**src/rtl/y86_pkg.sv**
```systemverilog
// Shared Y86 definitions: status codes, PC controller state encoding and icode values
// used by the controller and the fetch/decode stages.
package y86_pkg;

    localparam logic [2:0] STAT_AOK = 3'd1;
    localparam logic [2:0] STAT_HLT = 3'd2;
    localparam logic [2:0] STAT_ADR = 3'd3;
    localparam logic [2:0] STAT_INS = 3'd4;

    typedef enum logic [1:0] {
        CTRL_IDLE = 2'd0,
        CTRL_RUN  = 2'd1,
        CTRL_HALT = 2'd2
    } ctrl_state_e;

    localparam logic [3:0] I_HALT   = 4'h0;
    localparam logic [3:0] I_NOP    = 4'h1;
    localparam logic [3:0] I_RRMOVQ = 4'h2;
    localparam logic [3:0] I_IRMOVQ = 4'h3;
    localparam logic [3:0] I_RMMOVQ = 4'h4;
    localparam logic [3:0] I_MRMOVQ = 4'h5;
    localparam logic [3:0] I_OPQ    = 4'h6;
    localparam logic [3:0] I_JXX    = 4'h7;
    localparam logic [3:0] I_CALL   = 4'h8;
    localparam logic [3:0] I_RET    = 4'h9;
    localparam logic [3:0] I_PUSHQ  = 4'hA;
    localparam logic [3:0] I_POPQ   = 4'hB;

endpackage

```
**src/rtl/y86_exc_prio.sv**
```systemverilog
// Exception prioritiser: imem ADR, then INS, then dmem ADR, then HLT.
// Purely combinational; no state, no backpressure.
module y86_exc_prio
    import y86_pkg::*;
(
    input  logic       imem_error,
    input  logic       instr_valid,
    input  logic       dmem_error,
    input  logic       hlt,
    output logic       exc,
    output logic [2:0] exc_stat
);

    always_comb begin
        exc      = 1'b0;
        exc_stat = STAT_AOK;
        if (imem_error) begin
            exc      = 1'b1;
            exc_stat = STAT_ADR;
        end else if (!instr_valid) begin
            exc      = 1'b1;
            exc_stat = STAT_INS;
        end else if (dmem_error) begin
            exc      = 1'b1;
            exc_stat = STAT_ADR;
        end else if (hlt) begin
            exc      = 1'b1;
            exc_stat = STAT_HLT;
        end
    end

endmodule

```
**src/rtl/y86_pc_ctrl.sv**
```systemverilog
// Architectural PC / status controller with run, single-step and restart; commit gates all writes.
// Optional performance counters enabled by defining Y86_PERF_CNT_EN.
module y86_pc_ctrl
    import y86_pkg::*;
#(
    parameter int                  PC_WIDTH  = 64,
    parameter logic [PC_WIDTH-1:0] RESET_PC  = '0,
    parameter int                  CNT_WIDTH = 32
) (
    input  logic                 clk,
    input  logic                 rst,
    input  logic                 start,
    input  logic                 step_mode,
    input  logic                 step,
    input  logic [PC_WIDTH-1:0]  updated_pc,
    input  logic                 hlt,
    input  logic                 imem_error,
    input  logic                 instr_valid,
    input  logic                 dmem_error,
    output logic [PC_WIDTH-1:0]  PC,
    output logic [2:0]           stat,
    output logic                 running,
    output logic                 commit,
    output logic [CNT_WIDTH-1:0] cycle_cnt,
    output logic [CNT_WIDTH-1:0] instr_cnt
);

    ctrl_state_e         state_q;
    logic [PC_WIDTH-1:0] pc_q;
    logic [2:0]          stat_q;
    logic                running_q;
    logic                go;
    logic                exc;
    logic [2:0]          exc_stat;

    y86_exc_prio u_exc_prio (
        .imem_error  (imem_error),
        .instr_valid (instr_valid),
        .dmem_error  (dmem_error),
        .hlt         (hlt),
        .exc         (exc),
        .exc_stat    (exc_stat)
    );

    // Single-cycle core: the retiring instruction's writes land on this same edge.
    assign go     = !step_mode || step;
    assign commit = (state_q == CTRL_RUN) && go && !exc;

    always_ff @(posedge clk or posedge rst) begin
        if (rst) begin
            state_q   <= CTRL_IDLE;
            pc_q      <= RESET_PC;
            stat_q    <= STAT_AOK;
            running_q <= 1'b0;
        end else begin
            case (state_q)
                CTRL_IDLE: begin
                    if (start) begin
                        state_q   <= CTRL_RUN;
                        running_q <= 1'b1;
                    end
                end
                CTRL_RUN: begin
                    if (go) begin
                        if (exc) begin
                            state_q   <= CTRL_HALT;
                            stat_q    <= exc_stat;
                            running_q <= 1'b0;
                        end else begin
                            pc_q <= updated_pc;
                        end
                    end
                end
                CTRL_HALT: begin
                    if (start) begin
                        state_q <= CTRL_IDLE;
                        pc_q    <= RESET_PC;
                        stat_q  <= STAT_AOK;
                    end
                end
                default: begin
                    state_q   <= CTRL_IDLE;
                    running_q <= 1'b0;
                end
            endcase
        end
    end

    assign PC      = pc_q;
    assign stat    = stat_q;
    assign running = running_q;

`ifdef Y86_PERF_CNT_EN
    logic [CNT_WIDTH-1:0] cycle_cnt_q, cycle_cnt_d;
    logic [CNT_WIDTH-1:0] instr_cnt_q, instr_cnt_d;
    logic                 restart;

    assign restart = (state_q == CTRL_HALT) && start;

    always_comb begin
        cycle_cnt_d = cycle_cnt_q;
        instr_cnt_d = instr_cnt_q;
        if (restart) begin
            cycle_cnt_d = '0;
            instr_cnt_d = '0;
        end else begin
            if (state_q == CTRL_RUN && cycle_cnt_q != '1) cycle_cnt_d = cycle_cnt_q + 1'b1;
            if (commit && instr_cnt_q != '1)              instr_cnt_d = instr_cnt_q + 1'b1;
        end
    end

    always_ff @(posedge clk or posedge rst) begin
        if (rst) begin
            cycle_cnt_q <= '0;
            instr_cnt_q <= '0;
        end else begin
            cycle_cnt_q <= cycle_cnt_d;
            instr_cnt_q <= instr_cnt_d;
        end
    end

    assign cycle_cnt = cycle_cnt_q;
    assign instr_cnt = instr_cnt_q;
`else
    assign cycle_cnt = '0;
    assign instr_cnt = '0;
`endif

endmodule
```
**config.mk**
```make
export PLATFORM = sky130hd
export DESIGN_NAME = y86_pc_ctrl
export DESIGN_NICKNAME = d
export VERILOG_FILES = /design/src/rtl/y86_pkg.sv /design/src/rtl/y86_exc_prio.sv /design/src/rtl/y86_pc_ctrl.sv
export SDC_FILE = /design/constraint.sdc
export NUM_CORES = 1
export LEC_CHECK = 0
export BUFFER_PORTS_ARGS = -buffer_cell sky130_fd_sc_hd__buf_2
export CORE_MARGIN = 2
export CORE_UTILIZATION = 46
export DETAILED_ROUTE_END_ITERATION = 10
export PLACE_DENSITY = 0.95
export REMOVE_ABC_BUFFERS = 1
export SLEW_MARGIN = 15
export SYNTH_ARGS = -nofsm -noshare
export SYNTH_HDL_FRONTEND = slang
export SYNTH_SLANG_ARGS = --single-unit
```
**constraint.sdc**
```tcl
create_clock -name clk -period 6.3 [get_ports clk]
set_clock_uncertainty 0.2 [all_clocks]
set_input_delay 1.26 -clock clk [delete_from_list [all_inputs] [get_ports clk]]
set_output_delay 1.26 -clock clk [all_outputs]
set_load 0.005 [all_outputs]
```
==> results of run 1 <==
==> stage by stage <==
stage,instances,total power (W),instance area [um2]
3_3_place_gp,455,0.000980,3620
4_1_cts,471,0.00144,3870
5_1_grt,471,0.00151,3870
3_5_place_dp,455,0.000997,3620
6_report,471,0.00143,3870
2_1_floorplan,232,0.000819,2790
==> final cells by class <==
| cell class | count | area, um2 |
|---|---|---|
| Fill cell | 569 | 2880 |
| Sequential cell | 70 | 1750 |
| Multi-Input combinational cell | 158 | 1040 |
| Timing Repair Buffer | 143 | 721 |
| Clock buffer | 11 | 141 |
| Clock inverter | 5 | 106 |
| Tap cell | 80 | 100 |
| Inverter | 4 | 15.0 |
==> final timing paths <==
| check | startpoint | to |
|---|---|---|
| min reg2reg | stat[0] | stat[0] |
| min | stat[0] | stat[0] |
| min in group asynchronous | rst | PC[54] |
| max in group asynchronous | rst | PC[9] |
| max | imem_error | commit |
| max reg2reg | state_q[0] | PC[51] |
==> routing by layer <==
metal / part of all wire, % / up-vias
met1: 41 / 1109
met4: 1.5 / 0
met5: 0 / -
met3: 7.8 / 10
li1: - / 1039
met2: 49 / 138
==> worst max-delay path: cells and delay by family <==
| kind | cells | cell delay [ns] |
|---|---|---|
| and+or+nand+nor | 3 | 0.60 |
| buffers and inverters | 2 | 0.26 |
==> power by group through the flow <==
stage / Sequential, W / Combinational (W) / Clock, W
2_1_floorplan: 0.000629 / 0.000190 / 0
3_3_place_gp: 0.000624 / 0.000356 / 0
3_5_place_dp: 0.000625 / 0.000372 / 0
4_1_cts: 0.000622 / 0.000371 / 0.000447
5_1_grt: 0.000635 / 0.000411 / 0.000468
6_report: 0.000622 / 0.000370 / 0.000435
==> cell usage after synthesis <==
master,instances,area share [%]
conb_1,1,0.12
o21ai_0,2,0.31
nand3_2,1,0.31
a211o_1,1,0.27
nand2b_2,1,0.27
and3_1,1,0.20
a21o_1,2,0.47
nor2_2,1,0.20
nor4_1,1,0.20
nor3b_2,1,0.39
o31ai_1,1,0.23
a21o_2,1,0.27
dfstp_2,1,0.82
or2b_4,1,0.35
inv_1,4,0.47
a41o_2,1,0.35
buf_2,1,0.16
nor2_1,5,0.59
buf_6,14,4.9
nand3_1,2,0.31
dfrtp_1,69,54
a32oi_1,1,0.27
o22ai_4,1,0.63
or4_1,1,0.23
a22o_1,64,18
buf_4,64,15
a21oi_1,1,0.16
o2bb2ai_1,1,0.27
o21a_1,1,0.23
nor3b_1,1,0.23
nand2b_1,1,0.20
==> logic make-up (layout without fill, tap and decap cells) <==
family          count (synthesis)  after routing
compound gates                 77             77
simple gates                   17             17
flops                          70             70
buf+inv                        83            163
other cells                     1             64
==> flip-flops by register name (all words and copies together) (netlist names) <==
| signal | count |
|---|---|
| PC | 64 |
| stat | 3 |
| state_q | 2 |
| running | 1 |
==> flow_metrics.env, run 1 <==
export IMPL_run_status="complete, no violations"
export IMPL_max_freq_ghz=0.280
export IMPL_setup_worst_path_class="input port to output port"
export IMPL_routed_via_count=2296
export IMPL_drt_wl_total_um=6840
export IMPL_yosys_area_share_simple_pct=3.48
export IMPL_ys_ff_latch=70
export IMPL_cts_hold_buf=0
export IMPL_post_route_period_util_pct=56.8
export IMPL_worst_path_largest_cell_delay_ns=0.25
export IMPL_coreArea_um2=6760
export IMPL_layout_cells_sized_above_1_pct=43.2
export IMPL_power_switching_fraction_pct=29.4
export IMPL_setup_worst_path_end_class="output port"
export IMPL_synth_cell_type_count=31
export IMPL_netlist_instances=248
export IMPL_largest_family_of_logic_cells_by_synthesized_area="compound AO/OA/AOI/OAI gates"
export IMPL_synth_area_mux_share_pct=0
export IMPL_drv_max_cap_violation_count=0
export IMPL_row_count=30
export IMPL_worst_r2r_path_depth=5
export IMPL_die_area_um2=7640
export IMPL_grt_pass1_wl_um=10000
export IMPL_timing_worst_slew_pin_value_ns=0.842
export IMPL_groute_layer_met2_usage_pct=28.1
export IMPL_clock_path_buffers=2
export IMPL_met3_usage_pct=4.36
export IMPL_cts_htree_levels=3
export IMPL_wire_per_inst_um=14.5
export IMPL_hpwl_um=4860
export IMPL_layout_cells_most_common="buf_2"
export IMPL_finalSetupViolCount=0
export IMPL_required_time_of_the_critical_path_ns=4.84
export IMPL_layout_common_cells="141 x buf_2, 69 x dfrtp_1, 64 x a22o_1, 64 x conb_1, 10 x clkbuf_8"
export IMPL_internal_power_w=0.00101
export IMPL_adder_cell_fraction_of_synth_area_pct=0
export IMPL_routed_via_density=4.87
export IMPL_slew_headroom_pct=43.8
export IMPL_preCtsSetupSlack_ns=2.72
export IMPL_report_final_hold_viol_count=0
export IMPL_io_buffers=141
export IMPL_setup_slack_reg_to_reg_ns=4.02
export IMPL_cts_buffers=9
export IMPL_hold_worst_slack_ns=0.262
export IMPL_path_clk_slew_ns=0.07
export IMPL_fin_ws_ns=2.72
export IMPL_slew_viol_final=0
export IMPL_netSwitchingPower_w=0.000419
export IMPL_worst_ep_arrival_time_ns=2.12
export IMPL_min_path_cells=2
export IMPL_cell_by_cell_listing_of_the_critical_path="buf_2 -> nor3b_2 -> nand3_2 -> nor2_4 -> buf_2"
export IMPL_fin_nets=459
export IMPL_grt_max_degree=71
export IMPL_remaining_drc_errors=0
export IMPL_fin_util_pct=57.3
export IMPL_clk_insertion_delay_late_ns=0.32
export IMPL_critPathMostFrequentCell="buf_2"
export IMPL_post_route_min_period_ns=3.58
export IMPL_setup_repair_bufs_after_cts=0
export IMPL_post_synth_cell_area_avg_um2=12.9
export IMPL_vdd_ir_drop_max_v=0.000149
export IMPL_antenna_diode_count=0
export IMPL_gp_routability_congestion=0.817
export IMPL_growth_of_design_area_from_synthesis_to_finish_pct=21.1
export IMPL_fp_dieH_um=87.4
export IMPL_power_leakage_nw=2.28
export IMPL_setup_total_negative_slack_ns=0
export IMPL_path_max_fanout=4
export IMPL_grt_pass1_vias=2043
export IMPL_synth_compound_gate_area_share_pct=21.0
export IMPL_floorplan_initialDensity_pct=47.3
export IMPL_track_usage_pct=17.5
export IMPL_antenna_found_initial=0
export IMPL_gr_total_overflow=0
export IMPL_post_synth_xor_area_fraction_pct=0
export IMPL_groute_layer_met1_usage_pct=22.6
export IMPL_global_route_peak_usage_layer="met2"
export IMPL_numClockSinks=70
export IMPL_power_frac_clock_pct=30.5
export IMPL_detail_route_iter0_violations=74
export IMPL_hold_path_class="flop to flop"
export IMPL_power_frac_comb_pct=25.9
export IMPL_pin_count=206
export IMPL_power_share_sequential_pct=43.6
export IMPL_firstDrtPassIters=4
export IMPL_yosys_warnings=0
export IMPL_synth_yosys_seq_area_share_pct=54.8
export IMPL_slowest_stage="nor3b_2"
export IMPL_final_antenna_net_count=0
export IMPL_start_kind="input port"
export IMPL_tritoncts_clock_tree="built"
export IMPL_rsz0062_at_grt="no"
export IMPL_chipWidth_um=87.4
export IMPL_netlist_area_um2=3200
export IMPL_clock_tree_root_cell="clkbuf_8"
export IMPL_power_density_cell_area_nw_per_um2=369
export IMPL_cts_resized_gates=0
No activity file was read; power rests on OpenSTA's default activity.
==> run 2: changes to the inputs <==
CORE_UTILIZATION = 38   (was 46)
PLACE_DENSITY = 0.86   (was 0.95)
clock period = 3.08 ns   (was 6.3 ns; I/O delays follow)
==> flow_metrics.env, run 2 (synthesized netlist as in run 1, its figures left out) <==
export IMPL_run_status="complete, no violations"
export IMPL_fp_dieH_um=95.7
export IMPL_critPathTopFamily="simple AND/OR/NAND/NOR gates"
export IMPL_routed_via_count=2291
export IMPL_setup_repair_bufs_after_cts=0
export IMPL_hpwl_um=5050
export IMPL_critical_path_buf_inv_count=1
export IMPL_wire_per_inst_um=13.8
export IMPL_largest_reg_flops=64
export IMPL_numClockSinks=70
export IMPL_slew_headroom_pct=50.0
export IMPL_antenna_diode_count=0
export IMPL_max_freq_ghz=0.405
export IMPL_start_kind="flop"
export IMPL_layout_area_seq_um2=1750
export IMPL_area_used_by_multi_input_combinational_logic_um2=1030
export IMPL_die_area_um2=9170
export IMPL_grt_pass1_vias=1993
export IMPL_clk_insertion_delay_late_ns=0.34
export IMPL_slowest_stage="dfrtp_1"
export IMPL_detail_route_iter0_violations=66
export IMPL_worst_path_largest_cell_delay_ns=0.48
export IMPL_timing_worst_slew_pin_value_ns=0.749
export IMPL_grt_max_degree=38
export IMPL_post_route_min_period_ns=2.47
export IMPL_chipWidth_um=95.7
export IMPL_cts_buffers=9
export IMPL_layout_cells_most_common="buf_2"
export IMPL_routed_via_density=4.60
export IMPL_setup_worst_path_end_class="output port"
export IMPL_layout_common_cells="141 x buf_2, 69 x dfrtp_1, 64 x a22o_1, 64 x conb_1, 11 x clkbuf_8"
export IMPL_drt_wl_total_um=6860
export IMPL_hold_path_class="input port to asynchronous set/reset pin"
export IMPL_gr_total_overflow=0
export IMPL_layout_cells_non_filler=498
export IMPL_cts_hold_buf=0
export IMPL_final_design_area_no_fill_um2=3900
export IMPL_rsz0062_at_grt="no"
export IMPL_clock_tree_root_cell="clkbuf_8"
export IMPL_power_leakage_nw=2.28
export IMPL_placedCellCount=482
export IMPL_drv_max_cap_violation_count=0
export IMPL_coreArea_um2=8180
export IMPL_io_buffers=141
export IMPL_cell_by_cell_listing_of_the_critical_path="nor3b_2 -> nand3_2 -> nor2_4 -> buf_2"
export IMPL_tritoncts_clock_tree="built"
export IMPL_finalSetupViolCount=0
export IMPL_grt_pass1_wl_um=9690
export IMPL_final_antenna_net_count=0
export IMPL_fillCellCount=756
export IMPL_cts_htree_levels=3
export IMPL_track_usage_pct=14.3
export IMPL_setup_total_negative_slack_ns=0
export IMPL_vdd_ir_drop_max_v=0.000281
export IMPL_power_density_cell_area_nw_per_um2=719
export IMPL_slew_viol_final=0
export IMPL_remaining_drc_errors=0
export IMPL_antenna_found_initial=0
export IMPL_dpl_instance_area_um2=3690
export IMPL_post_route_period_util_pct=80.1
export IMPL_path_max_fanout=8
export IMPL_row_count=33
export IMPL_clock_path_buffers=2
export IMPL_floorplan_initialDensity_pct=39.1
export IMPL_path_clk_slew_ns=0.08
export IMPL_required_time_of_the_critical_path_ns=2.26
export IMPL_fin_nets=461
export IMPL_gp_routability_congestion=0.801
export IMPL_report_final_hold_viol_count=0
export IMPL_growth_of_design_area_from_synthesis_to_finish_pct=21.9
export IMPL_firstDrtPassIters=4
export IMPL_worst_ep_arrival_time_ns=1.65
export IMPL_layout_cells_sized_above_1_pct=43.8
export IMPL_setup_worst_path_class="flop to output port"
export IMPL_cts_resized_gates=0
export IMPL_pin_count=206
run 2: changes by cell type in the layout (fill, tap and decap cells not counted), sizes merged:
cell	before	now
buf	143	145
bufinv	3	1
clkinvlp	1	3
run 2: cell type report:
type                    count  share of cell area (%)
repair buffers            145                    19.5
well taps                 105                    3.37
clock inverters             5                    1.48
multi-input cells         158                    26.4
flip-flops and latches     70                    45.0
clock buffers              11                    3.88
inverters                   4                   0.385
run 2: per-stage QoR:
step,setup slack [ns],utilization (%),hold slack (ns),power [W]
finish,0.611,47.7,0.211,0.00280
global route,0.506,47.7,0.257,0.00300
CTS,0.589,47.7,0.211,0.00284
detailed placement,0.649,45.1,0.263,0.00207
global placement,0.727,45.1,0.266,0.00204
floorplan,0.0205,-,0.248,0.00168
run 2: final timing paths:
kind,start,endpoint,slack (ns),depth (start not counted)
worst max-delay path,state_q[1],commit,0.61,4
worst min-delay path,rst,PC[51],0.21,2
worst max register to register,state_q[0],PC[36],0.80,5
worst min register to register,stat[0],stat[0],0.27,2
max in group asynchronous,rst,PC[38],1.82,3
min in group clk,stat[0],stat[0],0.27,2
run 2: per-layer routing:
metal  GRT usage (%)  up-vias  wire length, um
met5               0        -                0
met2            22.4      146             3240
met3            3.99       12              627
met4            6.79        0              108
li1                -     1042                -
met1            18.3     1091             2890
run 2: worst register-to-register path, delay by kind of cell (launching register included):
kind                   cells  cell delay [ns]
AOI/OAI and AO/OA          3             0.92
buffers and inverters      1             0.29
DFF                        1             0.49
and+or+nand+nor            1             0.33
run 2: power by group:
group / leakage (nW) / switching, W / internal [W]
Combinational: 1.22 / 0.000378 / 0.000390
Sequential: 0.958 / 0.000146 / 0.00113
Clock: 0.0976 / 0.000340 / 0.000417
==> run 3: changes to the inputs <==
ABC_AREA = 1   (was default)
CORE_UTILIZATION = 44   (was 38)
PLACE_DENSITY = 0.91   (was 0.86)
clock period = 2.45 ns   (was 3.08 ns; I/O delays follow)
==> flow_metrics.env, run 3 <==
export IMPL_fin_nets=611
export IMPL_r2r_start="state_q[0]"
export IMPL_post_synth_cell_area_avg_um2=8.60
export IMPL_synthArstFlopShare_pct=100
export IMPL_firstDrtPassIters=4
export IMPL_netlist_area_um2=3500
export IMPL_fin_ws_ns=0.264
export IMPL_post_route_min_period_ns=2.19
export IMPL_netlist_instances=407
export IMPL_r2r_end="PC[24]"
export IMPL_internal_power_w=0.00225
export IMPL_final_antenna_net_count=0
export IMPL_met3_usage_pct=4.03
export IMPL_cts_resized_gates=0
export IMPL_clk_insertion_delay_late_ns=0.32
export IMPL_cts_htree_levels=3
export IMPL_coreArea_um2=7730
export IMPL_power_frac_comb_pct=33.1
export IMPL_fp_dieH_um=93.2
export IMPL_synth_cell_type_count=19
export IMPL_synth_area_leader_cell="dfrtp_1"
export IMPL_finalSetupViolCount=0
export IMPL_die_area_um2=8680
export IMPL_layout_area_seq_um2=1750
export IMPL_fin_util_pct=54.0
export IMPL_layout_cells_most_common="nand2_1"
export IMPL_path_clk_slew_ns=0.07
export IMPL_setup_slack_reg_to_reg_ns=0.26
export IMPL_power_switching_fraction_pct=36.8
export IMPL_drt_wl_total_um=7880
export IMPL_tritoncts_clock_tree="built"
export IMPL_gr_total_overflow=0
export IMPL_synthDominantCellAreaShare_pct=49.3
export IMPL_largest_reg_flops=64
export IMPL_netSwitchingPower_w=0.00131
export IMPL_layout_common_cells="143 x nand2_1, 141 x buf_2, 69 x dfrtp_1"
export IMPL_max_freq_ghz=0.458
export IMPL_setup_repair_bufs_after_cts=0
export IMPL_largest_family_of_logic_cells_by_synthesized_area="simple AND/OR/NAND/NOR gates"
export IMPL_start_kind="flop"
export IMPL_preCtsSetupSlack_ns=0.134
export IMPL_slew_viol_final=0
export IMPL_area_used_by_multi_input_combinational_logic_um2=1330
export IMPL_slew_headroom_pct=49.9
export IMPL_adder_cell_fraction_of_synth_area_pct=0
export IMPL_setup_worst_path_end_class="flop"
export IMPL_timing_worst_slew_pin_value_ns=0.750
export IMPL_cts_buffers=9
export IMPL_post_synth_xor_area_fraction_pct=0
export IMPL_worst_ep_arrival_time_ns=2.25
export IMPL_worst_r2r_path_depth=6
export IMPL_routed_via_density=4.71
export IMPL_power_share_sequential_pct=44.7
export IMPL_chipWidth_um=93.2
export IMPL_ys_top_cells_by_area="dfrtp_1 49%, buf_4 16%, nand2_1 15%"
export IMPL_groute_layer_met2_usage_pct=32.9
export IMPL_layout_cells_sized_above_1_pct=31.7
export IMPL_numClockSinks=70
export IMPL_synth_compound_gate_area_share_pct=0.572
export IMPL_required_time_of_the_critical_path_ns=2.51
export IMPL_track_usage_pct=18.3
export IMPL_fillCellCount=731
export IMPL_yosys_warnings=0
export IMPL_post_route_period_util_pct=89.2
export IMPL_ys_ff_latch=70
export IMPL_grt_pass1_vias=2802
export IMPL_floorplan_initialDensity_pct=45.3
export IMPL_grt_pass1_wl_um=12800
export IMPL_groute_layer_met1_usage_pct=21.8
export IMPL_routed_via_count=3024
export IMPL_row_count=32
export IMPL_power_leakage_nw=2.62
export IMPL_power_density_cell_area_nw_per_um2=851
export IMPL_run_status="complete, no violations"
export IMPL_remaining_drc_errors=0
export IMPL_growth_of_design_area_from_synthesis_to_finish_pct=19.2
export IMPL_ys_dominant_reg_cell="dfrtp_1"
export IMPL_rsz0062_at_grt="no"
export IMPL_post_synth_most_frequent_cells="143 x nand2_1, 74 x buf_4, 69 x dfrtp_1, 65 x nand4_1, 12 x nor2_1"
export IMPL_io_buffers=141
export IMPL_grt_max_degree=71
export IMPL_clock_tree_root_cell="clkbuf_8"
export IMPL_report_final_hold_viol_count=0
export IMPL_drv_max_cap_violation_count=0
export IMPL_gp_routability_congestion=0.822
export IMPL_power_frac_clock_pct=22.2
export IMPL_pin_count=206
export IMPL_antenna_found_initial=0
export IMPL_global_route_peak_usage_layer="met2"
export IMPL_synth_edff_count=0
export IMPL_synth_yosys_seq_area_share_pct=50.1
export IMPL_cts_hold_buf=0
export IMPL_setup_worst_path_class="flop to flop"
export IMPL_path_max_fanout=36
export IMPL_clock_path_buffers=2
export IMPL_hpwl_um=5620
export IMPL_synth_area_mux_share_pct=0
export IMPL_detail_route_iter0_violations=111
export IMPL_vdd_ir_drop_max_v=0.000377
export IMPL_synthMostInstantiatedCell="nand2_1"
export IMPL_yosys_area_share_simple_pct=30.2
export IMPL_wire_per_inst_um=12.3
export IMPL_hold_path_class="input port to asynchronous set/reset pin"
export IMPL_antenna_diode_count=0
-- run 3: cell count changes after synthesis, sizes merged, moves of 4 or more --
cell	change
a22o	-64
buf	+6
clkbuf	+6
inv	+5
nand2	+145
nand3	+4
nand4	+65
nor2	+8
-- run 3: area by class of cell --
type	instances	area share (%)
clock buffers	11	3.63
clock inverters	2	0.240
inverters	9	0.810
multi-input cells	300	31.8
flip-flops and latches	70	42.0
well taps	102	3.06
repair buffers	148	18.5
-- run 3: cells by family after synthesis --
kind of cell,count (synthesis)
other cells,1
buf+inv,100
compound gates,4
flops,70
simple gates,232
-- run 3: through the flow --
step / area, um2 / total power [W] / cells / TNS [ns] / hold WS (ns)
final: 4170 / 0.00355 / 642 / 0 / 0.0418
after global routing: 4170 / 0.00383 / 642 / 0 / 0.0615
after CTS: 4170 / 0.00360 / 642 / 0 / 0.0426
after detailed placement: 4010 / 0.00280 / 629 / 0 / 0.253
after global placement: 4010 / 0.00274 / 629 / 0 / 0.251
after floorplan: 3110 / 0.00223 / 379 / -60.46 / 0.253
-- run 3: worst max-delay path by stage --
| stage | start | end | depth (start not counted) |
|---|---|---|---|
| 3_3_place_gp | step | PC[33] | 8 |
| 6_report | state_q[0] | PC[24] | 6 |
| 3_5_place_dp | step | PC[56] | 8 |
| 5_1_grt | state_q[1] | PC[28] | 7 |
| 2_1_floorplan | hlt | stat[2] | 7 |
| 4_1_cts | state_q[0] | PC[56] | 6 |
-- run 3: power by group through the flow --
stage          Clock [W]  Combinational, W  Sequential [W]
6_report        0.000787           0.00118         0.00159
5_1_grt         0.000862           0.00134         0.00162
4_1_cts         0.000816           0.00119         0.00159
3_5_place_dp           0           0.00119         0.00161
3_3_place_gp           0           0.00115         0.00159
2_1_floorplan          0          0.000609         0.00162
-- run 3: routing by layer --
metal,part of all wire (%),vias up
met2,50,137
met1,40,1405
met5,0,-
li1,-,1469
met3,7.9,13
met4,1.4,0
-- run 3: critical path, stage by stage (launching register included) --
cell and delay, ns:
dfrtp_1 0.44, nand2_1 0.14, nor2_2 0.07, nor2_4 0.57, buf_4 0.44, nand4_1 0.14, nand2_1 0.09
